File: config.mk
export PLATFORM = sky130hd
export DESIGN_NAME = multi_clip_controller
export DESIGN_NICKNAME = d
export VERILOG_FILES = /design/src/rtl/controller_pkg.sv /design/src/rtl/sync_edge_detect.sv /design/src/rtl/multi_clip_controller.sv
export SDC_FILE = /design/constraint.sdc
export NUM_CORES = 1
export LEC_CHECK = 0
export CAP_MARGIN = 20
export CORE_ASPECT_RATIO = 1.4
export CORE_MARGIN = 2
export CORE_UTILIZATION = 40
export DETAILED_ROUTE_END_ITERATION = 6
export GPL_ROUTABILITY_DRIVEN = 0
export GPL_TIMING_DRIVEN = 0
export PLACE_DENSITY_LB_ADDON = 0.1
export SLEW_MARGIN = 20
export SYNTH_ARGS = -nofsm -noshare
export SYNTH_HDL_FRONTEND = slang
export SYNTH_HIERARCHICAL = 1
export SYNTH_SLANG_ARGS = --single-unit
File: constraint.sdc
create_clock -name clock_i -period 3.9 [get_ports clock_i]
set_clock_uncertainty 0.1 [all_clocks]
set_input_delay 0.585 -clock clock_i [delete_from_list [all_inputs] [get_ports clock_i]]
set_output_delay 0.585 -clock clock_i [all_outputs]
set_load 0.005 [all_outputs]
File: src/rtl/controller_pkg.sv
// Shared types and default configuration for the multi-clip record/playback controller.
package controller_pkg;

  typedef enum logic [2:0] {
    RESET     = 3'd0,
    IDLE      = 3'd1,
    RECORDING = 3'd2,
    PLAYING   = 3'd3,
    ERROR     = 3'd4
  } ctrl_state_t;

  localparam int DEF_NUM_CLIPS   = 4;
  localparam int DEF_ADDR_W      = 16;
  localparam int DEF_SYNC_STAGES = 2;

endpackage

File: src/rtl/sync_edge_detect.sv
// Multi-flop synchronizer for an asynchronous button followed by a registered
// rising-edge detector producing a one-cycle pulse.
module sync_edge_detect #(
  parameter int SYNC_STAGES = 2
) (
  input  logic clk,
  input  logic rst,
  input  logic button,
  output logic pulse
);

  logic [SYNC_STAGES-1:0] sync;
  logic                   prev;

  // Synchronize, remember the previous synchronized level, register the edge.
  always_ff @(posedge clk) begin
    if (rst) begin
      sync  <= '0;
      prev  <= 1'b0;
      pulse <= 1'b0;
    end else begin
      sync  <= {sync[SYNC_STAGES-2:0], button};
      prev  <= sync[SYNC_STAGES-1];
      pulse <= sync[SYNC_STAGES-1] & ~prev;
    end
  end

endmodule

File: src/rtl/multi_clip_controller.sv
// Record/playback sequencer for NUM_CLIPS clip memories, one access per sample tick.
// Define CLIP_LOOP_EN to make playback loop over the clip until a stop press.
module multi_clip_controller
  import controller_pkg::*;
#(
  parameter  int NUM_CLIPS   = DEF_NUM_CLIPS,
  parameter  int ADDR_W      = DEF_ADDR_W,
  parameter  int SYNC_STAGES = DEF_SYNC_STAGES,
  localparam int CLIP_W      = $clog2(NUM_CLIPS)
) (
  input  logic                 clock_i,
  input  logic                 reset_i,
  input  logic [CLIP_W-1:0]    clip_select_i,
  input  logic                 play_i,
  input  logic                 record_i,
  input  logic                 stop_i,
  input  logic                 sample_tick_i,
  output logic                 serializer_enable_o,
  output logic                 deserializer_enable_o,
  output logic [NUM_CLIPS-1:0] mem_enable_o,
  output logic                 mem_rw_o,
  output logic [ADDR_W-1:0]    mem_addr_o,
  output logic                 busy_o,
  output logic                 error_o
);

  localparam logic [ADDR_W:0] FULL_COUNT = (ADDR_W+1)'(1) << ADDR_W;

  logic [2:0]        buttons;
  logic [2:0]        pulses;
  logic              play_pulse;
  logic              record_pulse;
  logic              stop_pulse;

  logic [CLIP_W-1:0] clip_pipe [SYNC_STAGES];
  logic [CLIP_W-1:0] clip_now;
  logic [CLIP_W-1:0] clip_lat;
  logic [NUM_CLIPS-1:0] clip_onehot;

  ctrl_state_t       state;
  logic [ADDR_W:0]   counter;
  logic [ADDR_W:0]   counter_next;
  logic              wrap_up;
  logic [ADDR_W:0]   length [NUM_CLIPS];

  assign buttons      = {stop_i, record_i, play_i};
  assign play_pulse   = pulses[0];
  assign record_pulse = pulses[1];
  assign stop_pulse   = pulses[2];

  for (genvar g = 0; g < 3; g++) begin : g_button
    sync_edge_detect #(
      .SYNC_STAGES(SYNC_STAGES)
    ) u_sync_edge (
      .clk    (clock_i),
      .rst    (reset_i),
      .button (buttons[g]),
      .pulse  (pulses[g])
    );
  end

  // Clip selector is a level, so it is only synchronized, not edge detected.
  always_ff @(posedge clock_i) begin
    if (reset_i) begin
      for (int i = 0; i < SYNC_STAGES; i++) clip_pipe[i] <= '0;
    end else begin
      clip_pipe[0] <= clip_select_i;
      for (int i = 1; i < SYNC_STAGES; i++) clip_pipe[i] <= clip_pipe[i-1];
    end
  end

  assign clip_now     = clip_pipe[SYNC_STAGES-1];
  assign clip_onehot  = NUM_CLIPS'(1) << clip_lat;
  assign counter_next = counter + (ADDR_W+1)'(1);

  // Controller FSM with registered outputs. A final access (last sample, wrap,
  // or stop coinciding with a tick) sets wrap_up so the strobe is issued while
  // still in the active state; the following cycle returns to IDLE.
  always_ff @(posedge clock_i) begin
    if (reset_i) begin
      state                 <= RESET;
      counter               <= '0;
      clip_lat              <= '0;
      wrap_up               <= 1'b0;
      for (int i = 0; i < NUM_CLIPS; i++) length[i] <= '0;
      serializer_enable_o   <= 1'b0;
      deserializer_enable_o <= 1'b0;
      mem_enable_o          <= '0;
      mem_rw_o              <= 1'b0;
      mem_addr_o            <= '0;
      busy_o                <= 1'b0;
      error_o               <= 1'b0;
    end else begin
      mem_enable_o <= '0;
      case (state)
        RESET: begin
          state <= IDLE;
        end

        IDLE: begin
          counter <= '0;
          wrap_up <= 1'b0;
          if (record_pulse) begin
            state                 <= RECORDING;
            clip_lat              <= clip_now;
            deserializer_enable_o <= 1'b1;
            mem_rw_o              <= 1'b1;
            busy_o                <= 1'b1;
          end else if (play_pulse) begin
            clip_lat <= clip_now;
            if (length[clip_now] != '0) begin
              state               <= PLAYING;
              serializer_enable_o <= 1'b1;
              busy_o              <= 1'b1;
            end else begin
              state   <= ERROR;
              error_o <= 1'b1;
            end
          end
        end

        RECORDING: begin
          if (wrap_up || (stop_pulse && !sample_tick_i)) begin
            length[clip_lat]      <= counter;
            state                 <= IDLE;
            wrap_up               <= 1'b0;
            deserializer_enable_o <= 1'b0;
            mem_rw_o              <= 1'b0;
            busy_o                <= 1'b0;
          end else if (sample_tick_i) begin
            mem_enable_o <= clip_onehot;
            mem_addr_o   <= counter[ADDR_W-1:0];
            counter      <= counter_next;
            if (stop_pulse || (counter_next == FULL_COUNT)) begin
              wrap_up <= 1'b1;
            end
          end
        end

        PLAYING: begin
          if (wrap_up || (stop_pulse && !sample_tick_i)) begin
            state               <= IDLE;
            wrap_up             <= 1'b0;
            serializer_enable_o <= 1'b0;
            busy_o              <= 1'b0;
          end else if (sample_tick_i) begin
            mem_enable_o <= clip_onehot;
            mem_addr_o   <= counter[ADDR_W-1:0];
            if (stop_pulse) begin
              counter <= counter_next;
              wrap_up <= 1'b1;
            end else if (counter_next == length[clip_lat]) begin
`ifdef CLIP_LOOP_EN
              counter <= '0;
`else
              counter <= counter_next;
              wrap_up <= 1'b1;
`endif
            end else begin
              counter <= counter_next;
            end
          end
        end

        ERROR: begin
          if (stop_pulse) begin
            state   <= IDLE;
            error_o <= 1'b0;
          end
        end

        default: begin
          state                 <= IDLE;
          wrap_up               <= 1'b0;
          serializer_enable_o   <= 1'b0;
          deserializer_enable_o <= 1'b0;
          mem_rw_o              <= 1'b0;
          busy_o                <= 1'b0;
          error_o               <= 1'b0;
        end
      endcase
    end
  end

endmodule

### After elaboration in Yosys (flattened, before gate mapping)

Memory sizes are Yosys's and may differ from the RTL's. A register that Yosys moved wholly into a read port is not among the register bits.
Cells that the tools add are included.

* $add $sub $neg: 1
* equal/unequal tests: 23
* shift operators: 1
* multiplexer cells: 47
* bitwise operators: 15
* reduce and logical (&&, ||, !) cells: 24

Operators with widths (number)
* $mux 17: 3
* $pmux 17 s2: 1
* $mux 1: 25
* $add 17x1->17 const B: 1
* $eq 17x17->1: 1
* $eq 17x17->1 const B: 1
* $reduce_bool 17->1: 1
* $reduce_or 17->1: 1
* $mux 3: 5
* $pmux 1 s3: 5
* $reduce_and 5->1: 3
* $mux 2: 7
* $ne 2x2->1 const B: 6
* $reduce_and 3->1: 4
* $ne 2x1->1 const B: 5
* $not 1->1: 10
* $ne 3x3->1 const B: 3
* $pmux 3 s3: 1
* $reduce_or 3->1: 3
* $eq 3x2->1 const B: 2
* $ne 4x3->1 const B: 1
* $reduce_and 4->1: 1
* $reduce_bool 2->1: 2
* $reduce_or 2->1: 2
* other kinds (13): 17

* register bits after elaboration: 59
* memory bits (writable): 72
* input port bits: 8
* output and inout bits: 25
* logic and storage cells: 132
* memories kept: 2

Memories
* length: words 4, bits a word 17, rd ports 2, clocked after Yosys merged registers in 1, wr ports 4, RTL line multi_clip_controller.sv:44 `logic [ADDR_W:0] length [NUM_CLIPS];`
* clip_pipe: words 2, bits a word 2, rd ports 2, clocked after Yosys merged registers in 0, wr ports 2, RTL line multi_clip_controller.sv:35 `logic [CLIP_W-1:0] clip_pipe [SYNC_STAGES];`

### Depth between registers and ports, before layout

Gate-level depths: netlist of run 1.

* word-level depth: 9
* mapped depth: 10
* gate-level depth less buffers: 8

### Modules after synthesis

The synthesis of run 1 kept the hierarchy.

Modules (own cells, without submodules)
* multi_clip_controller: instances 1, cells an instance 567, area each 6008.3 µm², sequential area each 3103.0 µm²
* sync_edge_detect: instances 3, cells an instance 8, area each 111.4 µm², sequential area each 80.1 µm²

### Worst setup path before layout of run 1

No wires, ideal clock.

* path type: register -> register
* from: register counter[0]
* to: register wrap_up
* library setup time: 0.103 ns
* arrival time: 2.292 ns
* data required time: 3.697 ns
* slack: 1.404 ns
* stages on the path, launching flop included: 9
* path buffers: 2
* clock period less this slack: 2.496 ns
* cells stage by stage: dfxtp_1 -> ha_1 -> buf_2 -> nand3_2 -> buf_2 -> nor4_1 -> xnor2_1 -> or4_1 -> a2111oi_2

* longest elaborated chain between the ends: 5
* elaborated cells between the ends (all ways): 7
* classes of those cells: 1 x add/sub; 4 x eq/ne; 2 x reduce/logical

RTL lines
* from (decl): RTL line multi_clip_controller.sv:41 `logic [ADDR_W:0] counter;`
* from (signal assigned): RTL line multi_clip_controller.sv:133 `counter <= counter_next;`
* from (signal assigned): RTL line multi_clip_controller.sv:150 `counter <= counter_next;`
* from (signal assigned): RTL line multi_clip_controller.sv:156 `counter <= counter_next;`
* $add 17x1->17 *: RTL line multi_clip_controller.sv:74 `assign counter_next = counter + (ADDR_W+1)'(1);`
* $eq 17x17->1: RTL line multi_clip_controller.sv:134 `if (stop_pulse || (counter_next == FULL_COUNT)) begin`
* $logic_or 1x1->1: RTL line multi_clip_controller.sv:134
* $ne 3x3->1 (no source line)
* $reduce_and 5->1 (no source line) *
* to (signal assigned): RTL line multi_clip_controller.sv:135 `wrap_up <= 1'b1;`
* to (signal assigned): RTL line multi_clip_controller.sv:143 `wrap_up <= 1'b0;`
* to (signal assigned): RTL line multi_clip_controller.sv:151 `wrap_up <= 1'b1;`
* to (decl): RTL line multi_clip_controller.sv:43 `logic wrap_up;`

Every way passes the cells marked *; elsewhere a longest branch is shown, timed or not.
A chain may end at the register's enable or synchronous reset.

==> results of run 1 <==
## worst max path at each step
stage	startpoint	end	slack, ns
2_1_floorplan	counter[0]	wrap_up	1.40
4_1_cts	sample_tick_i	length[0][14]	0.52
3_5_place_dp	sample_tick_i	length[0][8]	0.08
5_1_grt	sample_tick_i	length[0][16]	0.33
6_report	sample_tick_i	length[0][16]	0.53
3_3_place_gp	sample_tick_i	length[1][7]	0.17
## logic make-up (layout without fill, tap and decap cells)
| family | count (synthesis) | in the layout | synth area share |
|---|---|---|---|
| AO/OA/AOI/OAI | 92 | 92 | 0.0931 |
| adder cells (fa/ha/maj) | 2 | 2 | 0.00394 |
| flip-flops | 133 | 133 | 0.527 |
| multiplexers | 23 | 23 | 0.0722 |
| buffers and inverters | 54 | 118 | 0.0359 |
| AND/OR/NAND/NOR | 261 | 261 | 0.230 |
| XOR/XNOR | 26 | 26 | 0.0381 |
## per-stage QoR
step | cells | power [W]
3_3_place_gp | 819 | 0.00167
3_5_place_dp | 819 | 0.00167
6_report | 851 | 0.00335
4_1_cts | 851 | 0.00337
2_1_floorplan | 591 | 0.00162
5_1_grt | 851 | 0.00345
## Yosys cell counts, types with 4 or more instances
| master | number | area [um2] |
|---|---|---|
| nand2_1 | 55 | 206 |
| mux4_2 | 14 | 315 |
| xnor2_1 | 18 | 158 |
| o31ai_1 | 6 | 45.0 |
| and3_1 | 6 | 37.5 |
| inv_1 | 7 | 26.3 |
| o21ai_0 | 25 | 125 |
| nand2b_1 | 5 | 31.3 |
| nor2b_1 | 15 | 93.8 |
| edfxtp_1 | 68 | 2040 |
| a21oi_1 | 28 | 140 |
| nor4_1 | 21 | 131 |
| buf_2 | 11 | 55.1 |
| nand4_1 | 9 | 56.3 |
| dfxtp_1 | 65 | 1300 |
| or3_1 | 4 | 25.0 |
| or4_1 | 6 | 45.0 |
| nor2_1 | 31 | 116 |
| clkbuf_1 | 34 | 128 |
| a31oi_1 | 4 | 25.0 |
| and2_1 | 63 | 394 |
| nor3_1 | 15 | 75.1 |
| nand3_1 | 11 | 55.1 |
| xor2_1 | 7 | 61.3 |
## area by class of cell
type,instances,share of cell area
Clock buffer,19,0.0575
Tap cell,196,0.0326
Sequential cell,133,0.444
Clock inverter,13,0.0256
Multi-Input combinational cell,404,0.368
Buffer,47,0.0267
Timing Repair Buffer,32,0.0425
Inverter,7,0.00349
## layer usage
metal | up-vias | GRT usage | wire [um]
li1 | 2269 | - | -
met1 | 2375 | 0.268 | 7300
met2 | 151 | 0.391 | 9370
met3 | 24 | 0.0357 | 810
met4 | 0 | 0.0744 | 310
met5 | - | 0 | 0
## power breakdown
group	internal [W]	switching [W]
registers	0.00150	0.0000222
logic	0.0000450	0.0000745
clock network	0.00108	0.000631
total	0.00263	0.000727
## state kept, by name, summed over array words and instances, names as in the netlist, named ones only
signal	flops
state	3
mem_addr_o	16
length	68
busy_o	1
g_button.u_sync_edge/prev	3
counter	17
mem_enable_o	4
clip_pipe	4
error_o	1
clip_lat	2
g_button.u_sync_edge/pulse	3
mem_rw_o	1
g_button.u_sync_edge/sync	6
wrap_up	1
serializer_enable_o	1
==> results.sh, run 1 <==
export IMPL_status="completed"
export IMPL_place_area_um2=6910
export IMPL_ys_types=59
export IMPL_path_class="primary input to register"
export IMPL_area_delta_synth_final_pct=18.8
export IMPL_regArea_um2=3340
export IMPL_io_buffers=32
export IMPL_synth_edf_count=68
export IMPL_critPathMaxStageDelay_ns=0.74
export IMPL_yosysSeqAreaShare=0.527
export IMPL_final_util=0.485
export IMPL_cts_tree="yes"
export IMPL_antenna_found_initial=0
export IMPL_h_tree_depth=4
export IMPL_clock_latency_ns=0.42
export IMPL_cts_root_buf="clkbuf_16"
export IMPL_ios=33
export IMPL_powerDensity_nw_per_um2=445
export IMPL_cts_resized=0
export IMPL_drtPass1Iterations=7
export IMPL_cts_sinks=133
export IMPL_whs_endpoint="g_button[0].u_sync_edge/pulse"
export IMPL_worstPathCellList="clkdlybuf4s50_1 > inv_1 > a21oi_1 > nor3_1 > nand2b_1 > clkbuf_1 > nor3_1 > or2_2"
export IMPL_grt_usage=0.219
export IMPL_grt_pass1_wl_mm=28.4
export IMPL_synth_area_per_cell_um2=10.7
export IMPL_synth_area_um2=6340
export IMPL_synth_seq_cells=133
export IMPL_yosysWarnings=6
export IMPL_detail_route_vias_per_cell=5.66
export IMPL_yosys_most_used_dff="edfxtp_1"
export IMPL_crit_buf_inv=3
export IMPL_r2r_cells=7
export IMPL_maxCapViolCount=0
export IMPL_start_util=0.408
export IMPL_fillers=1483
export IMPL_die_h_um=153
export IMPL_clk_pin_slew_ns=0.06
export IMPL_nets=652
export IMPL_core_um2=15500
export IMPL_peakVddDrop_mv=0.283
export IMPL_leakagePower_nw=2.54
export IMPL_numCtsBuffers=17
export IMPL_setup_tns_ns=0
export IMPL_crit_cells=8
export IMPL_synthCells=591
export IMPL_hp_start="g_button[0].u_sync_edge/prev"
export IMPL_worstPathRequired_ns=3.85
export IMPL_fmax_mhz=297
export IMPL_die_w_um=110
export IMPL_worst_pin_slew_ns=0.933
export IMPL_rsz0062_at_grt="false"
export IMPL_holdWs_ns=0.298
export IMPL_clockBufferDepth=2
export IMPL_final_cell_mix="edfxtp_1 (68), dfxtp_1 (65), and2_1 (63)"
export IMPL_n_antenna_cell=0
export IMPL_drive_gt1_frac=0.116
export IMPL_crit_family="simple AND/OR/NAND/NOR gates"
export IMPL_grt_ovfl_total=0
export IMPL_fin_area_um2=7530
export IMPL_hold_viol=0
export IMPL_drc_errors=0
export IMPL_grt_max_degree=18
export IMPL_die_area_um2=16900
export IMPL_layout_min_cycle_time_ns=3.37
export IMPL_hold_path_class="register to register"
export IMPL_vias=4819
export IMPL_final_max_slew_viol_count=0
export IMPL_period_share=0.864
export IMPL_r2r_setup_slack_ns=0.66
export IMPL_rows=54
export IMPL_crit_slowest_cell="nor3_1"
export IMPL_ant_nets=0
export IMPL_async_reset_ff_frac=0
export IMPL_setup_viol=0
export IMPL_worstReg2RegStart="state[2]"
export IMPL_final_common_cell="edfxtp_1"
export IMPL_setup_ws_ns=0.532
export IMPL_end_kind="register"
export IMPL_post_cts_buffers=0
export IMPL_crit_top_cell="nor3_1"
export IMPL_min_path_cells=1
export IMPL_drt_iter0_markers=218
export IMPL_syn_nets=601
export IMPL_drt_wl_total_mm=17.8
export IMPL_post_drt_wl_per_cell_um=20.9
export IMPL_arrival_ns=3.32
export IMPL_r2r_end="length[0][16]"
export IMPL_cts_hold_buffers=0
export IMPL_dp_slack_ns=0.0810
export IMPL_multiInputGateArea_um2=2770
export IMPL_grt_pass1_vias=4860
export IMPL_hpwlAfterDp_mm=13.0
export IMPL_slew_headroom=0.373
export IMPL_startpoint_type="primary input"
export IMPL_path_max_fanout=17
No activity file was read; power rests on OpenSTA's default activity.
==> inputs of run 2 (changes only) <==
- CORE_UTILIZATION: 40 -> 45
- SKIP_CTS_REPAIR_TIMING: unset -> 1
==> results.sh, run 2 (synthesis gave the netlist of run 1 again) <==
export IMPL_status="completed"
export IMPL_vias=4909
export IMPL_io_buffers=32
export IMPL_die_area_um2=15100
export IMPL_clock_latency_ns=0.42
export IMPL_setup_viol=0
export IMPL_reg_top3="length: 68 flops, counter: 17 flops, mem_addr_o: 16 flops"
export IMPL_rsz0062_at_grt="false"
export IMPL_final_max_slew_viol_count=0
export IMPL_worst_pin_slew_ns=1.03
export IMPL_antenna_found_initial=0
export IMPL_period_share=0.877
export IMPL_hold_viol=0
export IMPL_drive_gt1_frac=0.118
export IMPL_die_h_um=144
export IMPL_end_kind="register"
export IMPL_largest_register_ffs=68
export IMPL_startpoint_type="primary input"
export IMPL_cts_sinks=133
export IMPL_cp_startpoint="sample_tick_i"
export IMPL_start_util=0.458
export IMPL_grt_ovfl_total=0
export IMPL_arrival_ns=3.38
export IMPL_drc_errors=0
export IMPL_clockBufferDepth=2
export IMPL_slew_headroom=0.306
export IMPL_drt_wl_total_mm=17.3
export IMPL_n_antenna_cell=0
export IMPL_detail_route_vias_per_cell=5.84
export IMPL_cts_tree="yes"
export IMPL_maxCapViolCount=0
export IMPL_post_drt_wl_per_cell_um=20.6
export IMPL_fmax_mhz=293
export IMPL_powerDensity_nw_per_um2=437
export IMPL_nets=652
export IMPL_regArea_um2=3340
export IMPL_worstReg2RegStart="state[2]"
export IMPL_layout_min_cycle_time_ns=3.42
export IMPL_h_tree_depth=4
export IMPL_leakagePower_nw=2.53
export IMPL_grt_max_degree=18
export IMPL_numCtsBuffers=17
export IMPL_drtPass1Iterations=6
export IMPL_setup_tns_ns=0
export IMPL_fin_area_um2=7500
export IMPL_drt_iter0_markers=270
export IMPL_path_max_fanout=17
export IMPL_multiInputGateArea_um2=2770
export IMPL_ios=33
export IMPL_grt_pass1_vias=4794
export IMPL_final_common_cell="edfxtp_1"
export IMPL_regMostFlops="length"
export IMPL_grt_pass1_wl_mm=26.8
export IMPL_final_cell_mix="edfxtp_1 (68), dfxtp_1 (65), and2_1 (63)"
export IMPL_holdWs_ns=0.300
export IMPL_core_um2=13800
export IMPL_hpwlAfterDp_mm=12.4
export IMPL_place_area_um2=6890
export IMPL_ant_nets=0
export IMPL_peakVddDrop_mv=0.273
export IMPL_grt_usage=0.238
export IMPL_hold_path_class="register to register"
export IMPL_worstPathRequired_ns=3.86
export IMPL_rows=51
export IMPL_die_w_um=104
export IMPL_area_delta_synth_final_pct=18.2
export IMPL_clk_pin_slew_ns=0.06
export IMPL_hp_start="g_button[2].u_sync_edge/prev"
export IMPL_fillers=1286
export IMPL_cts_root_buf="clkbuf_16"
export IMPL_path_class="primary input to register"
==> run 2: per-layer routing <==
layer  track usage  share of wire
met5             0              0
met3        0.0388          0.051
met4        0.0903          0.022
met2         0.428           0.51
met1         0.287           0.41
==> run 2: critical path, stage by stage <==
cell and delay [ns]:
clkdlybuf4s50_1 0.47, inv_1 0.14, a21oi_1 0.14, nor3_1 0.32, nand2b_1 0.10, clkbuf_1 0.21
nor3_1 0.83, or2_2 0.58
==> run 2: final cells by class <==
class	instances	share of cell area
buffer	47	0.0269
clock buffer	17	0.0567
clock inverter	15	0.0239
inverter	7	0.00350
multi-input combinational	404	0.370
sequential	133	0.446
tap	185	0.0309
timing repair buffer	32	0.0427
==> run 2: where the power goes <==
part,switching (W),total (W),internal (W)
clock,0.000631,0.00164,0.00101
sequential,0.0000225,0.00152,0.00150
combinational,0.0000728,0.000118,0.0000450
==> run 2: path summary, 6_finish.rpt <==
check	end	slack (ns)	cells after the start
max	length[1][3]	0.48	8
min	g_button[2].u_sync_edge/pulse	0.30	1
max reg2reg	length[1][3]	0.62	7
min reg2reg	g_button[2].u_sync_edge/pulse	0.30	1
==> run 2: stage by stage <==
step	cells	power, W	util	setup slack [ns]
2_1_floorplan	591	0.00162	-	1.40
3_3_place_gp	808	0.00167	0.498	0.0778
6_report	840	0.00328	0.542	0.481
5_1_grt	840	0.00336	0.542	0.316
4_1_cts	840	0.00329	0.542	0.467
3_5_place_dp	808	0.00167	0.498	0.0795
==> inputs of run 3 (changes only) <==
- ABC_AREA: unset -> 1
==> results.sh, run 3 <==
export IMPL_async_reset_ff_frac=0
export IMPL_nets=858
export IMPL_setup_ws_ns=0.324
export IMPL_synth_seq_cells=133
export IMPL_synth_area_um2=6340
export IMPL_hold_path_class="register to register"
export IMPL_drive_gt1_frac=0.105
export IMPL_fmax_mhz=280
export IMPL_clk_pin_slew_ns=0.06
export IMPL_synth_top_area_share=0.322
export IMPL_drt_iter0_markers=374
export IMPL_crit_family="buffers and inverters"
export IMPL_detail_route_vias_per_cell=5.38
export IMPL_n_antenna_cell=0
export IMPL_startpoint_type="primary input"
export IMPL_maxCapViolCount=0
export IMPL_worst_pin_slew_ns=0.811
export IMPL_ys_types=35
export IMPL_period_share=0.917
export IMPL_antenna_found_initial=0
export IMPL_cts_tree="yes"
export IMPL_synth_top_family_by_area="simple AND/OR/NAND/NOR gates"
export IMPL_final_max_slew_viol_count=0
export IMPL_ios=33
export IMPL_grt_max_degree=18
export IMPL_start_util=0.458
export IMPL_rsz0062_at_grt="false"
export IMPL_synth_compound_area_frac=0.0852
export IMPL_path_max_fanout=17
export IMPL_arrival_ns=3.44
export IMPL_switchingPower_w=0.00111
export IMPL_synth_edf_count=68
export IMPL_drtPass1Iterations=6
export IMPL_area_delta_synth_final_pct=18.2
export IMPL_hold_viol=0
export IMPL_fin_area_um2=7500
export IMPL_synth_simple_area_share=0.309
export IMPL_clockBufferDepth=2
export IMPL_synthTopCellsByCount="nand2_1 (195), nor2_1 (128), inv_1 (74)"
export IMPL_crit_buf_inv=5
export IMPL_clock_latency_ns=0.42
export IMPL_numCtsBuffers=17
export IMPL_synth_area_leaders="edfxtp_1 (32%), dfxtp_1 (21%), nand2_1 (12%)"
export IMPL_powerDensity_nw_per_um2=518
export IMPL_crit_slowest_cell="nand2_1"
export IMPL_power_w=0.00388
export IMPL_h_tree_depth=4
export IMPL_p_sw_frac=0.287
export IMPL_grt_pass1_vias=5468
export IMPL_vias=5627
export IMPL_yosys_most_used_dff="edfxtp_1"
export IMPL_setup_viol=0
export IMPL_grt_ovfl_total=0
export IMPL_slew_headroom=0.458
export IMPL_regArea_um2=3340
export IMPL_synth_top_area_cell="edfxtp_1"
export IMPL_reg_top3="length: 68 flops, counter: 17 flops, mem_addr_o: 16 flops"
export IMPL_cts_sinks=133
export IMPL_power_frac_comb=0.172
export IMPL_layout_min_cycle_time_ns=3.58
export IMPL_crit_top_cell="clkbuf_1"
export IMPL_seqPwrFrac=0.410
export IMPL_path_class="primary input to register"
export IMPL_largest_register_ffs=68
export IMPL_worstPathCellList="clkdlybuf4s50_1 > clkbuf_1 > inv_1 > clkbuf_1 > clkbuf_1 > nand2_1"
export IMPL_clock_power_share=0.418
export IMPL_yosys_mux_area_fraction=0
export IMPL_final_cell_mix="nand2_1 (195), nor2_1 (128), inv_1 (74)"
export IMPL_ant_nets=0
export IMPL_regMostFlops="length"
export IMPL_grt_pass1_wl_mm=28.5
export IMPL_io_buffers=32
export IMPL_worstPathRequired_ns=3.77
export IMPL_placed_cells=1014
export IMPL_grt_usage=0.252
export IMPL_status="completed"
export IMPL_cts_root_buf="clkbuf_16"
export IMPL_peakVddDrop_mv=0.330
export IMPL_die_h_um=144
export IMPL_syn_nets=807
export IMPL_yosysSeqAreaShare=0.527
export IMPL_leakagePower_nw=2.98
export IMPL_critPathMaxStageDelay_ns=0.70
export IMPL_yosysWarnings=6
export IMPL_post_drt_wl_per_cell_um=17.7
export IMPL_synth_most_common_cell="nand2_1"
export IMPL_multiInputGateArea_um2=2530
export IMPL_rows=51
export IMPL_dp_slack_ns=-0.137
export IMPL_place_area_um2=6900
export IMPL_yosys_area_share_adder=0.00394
export IMPL_final_common_cell="nand2_1"
export IMPL_end_kind="register"
export IMPL_final_util=0.542
export IMPL_die_area_um2=15100
export IMPL_drc_errors=0
export IMPL_synth_area_per_cell_um2=7.96
export IMPL_core_um2=13800
export IMPL_p_int_w=0.00277
export IMPL_synth_xor_area_frac=0.00138
export IMPL_die_w_um=104
export IMPL_hpwlAfterDp_mm=14.1
export IMPL_final_cells=1046
export IMPL_fillers=1322
export IMPL_drt_wl_total_mm=18.5
export IMPL_synthCells=797
## run 3: changes by cell type after synthesis, sizes merged, moves of 10 or more
cell    previous run  this run
nand2             55       207
nor2              31       143
inv                7        87
and2              63         0
nand3             13        62
clkbuf            34        13
mux4              17         0
nor4              22         5
xnor2             18         1
nor2b             15         0
o32ai              0        13
o21ai             27        37
## run 3: metrics by stage
step | setup TNS, ns | hold slack, ns
6_report | 0 | 0.295
5_1_grt | 0 | 0.297
4_1_cts | 0 | 0.296
3_5_place_dp | -5.23 | 0.292
3_3_place_gp | -3.26 | 0.286
2_1_floorplan | 0 | 0.282
## run 3: path summary, 6_finish.rpt
check / from / end / slack (ns) / cells after the start
max: reset_i / length[0][0] / 0.32 / 6
max reg2reg: state[1] / length[1][15] / 1.03 / 11
min: g_button[2].u_sync_edge/prev / g_button[2].u_sync_edge/pulse / 0.30 / 1
min reg2reg: g_button[2].u_sync_edge/prev / g_button[2].u_sync_edge/pulse / 0.30 / 1
## run 3: layout make-up
type	instances	share of cell area
clock inverters	15	0.0239
well taps	185	0.0309
inverters	90	0.0452
plain buffers	27	0.0172
repair buffers	32	0.0427
flip-flops and latches	133	0.446
clock buffers	17	0.0567
multi-input cells	547	0.338
## run 3: cell families (layout without fill, tap and decap cells)
kind of cell | after synthesis | after routing
AND/OR/NAND/NOR | 452 | 452
flip-flops | 133 | 133
buffers and inverters | 117 | 181
AO/OA/AOI/OAI | 92 | 92
adder cells (fa/ha/maj) | 2 | 2
XOR/XNOR | 1 | 1
## run 3: power groups by stage
stage / clock (W) / sequential (W) / combinational, W
CTS: 0.00164 / 0.00159 / 0.000660
finish: 0.00162 / 0.00159 / 0.000667
global route: 0.00170 / 0.00160 / 0.000732
global placement: 0 / 0.00162 / 0.000648
floorplan: 0 / 0.00161 / 0.000424
detailed placement: 0 / 0.00162 / 0.000655
## run 3: per-layer routing
metal,track usage,vias up,share of wire
li1,-,2730,-
met1,0.265,2633,0.38
met2,0.467,202,0.52
met3,0.0415,62,0.042
met4,0.160,0,0.056
met5,0,-,0
## run 3: worst reg2reg max path, stage by stage (launching register included)
cell and delay, ns:
dfxtp_1 0.41, inv_1 0.10, nor2_2 0.15, inv_2 0.08, nor2_2 0.16, inv_2 0.08
nor2_4 0.15, nand2_4 0.12, nor2_4 0.12, nand2_2 0.18, buf_2 0.26, nand2_1 0.60
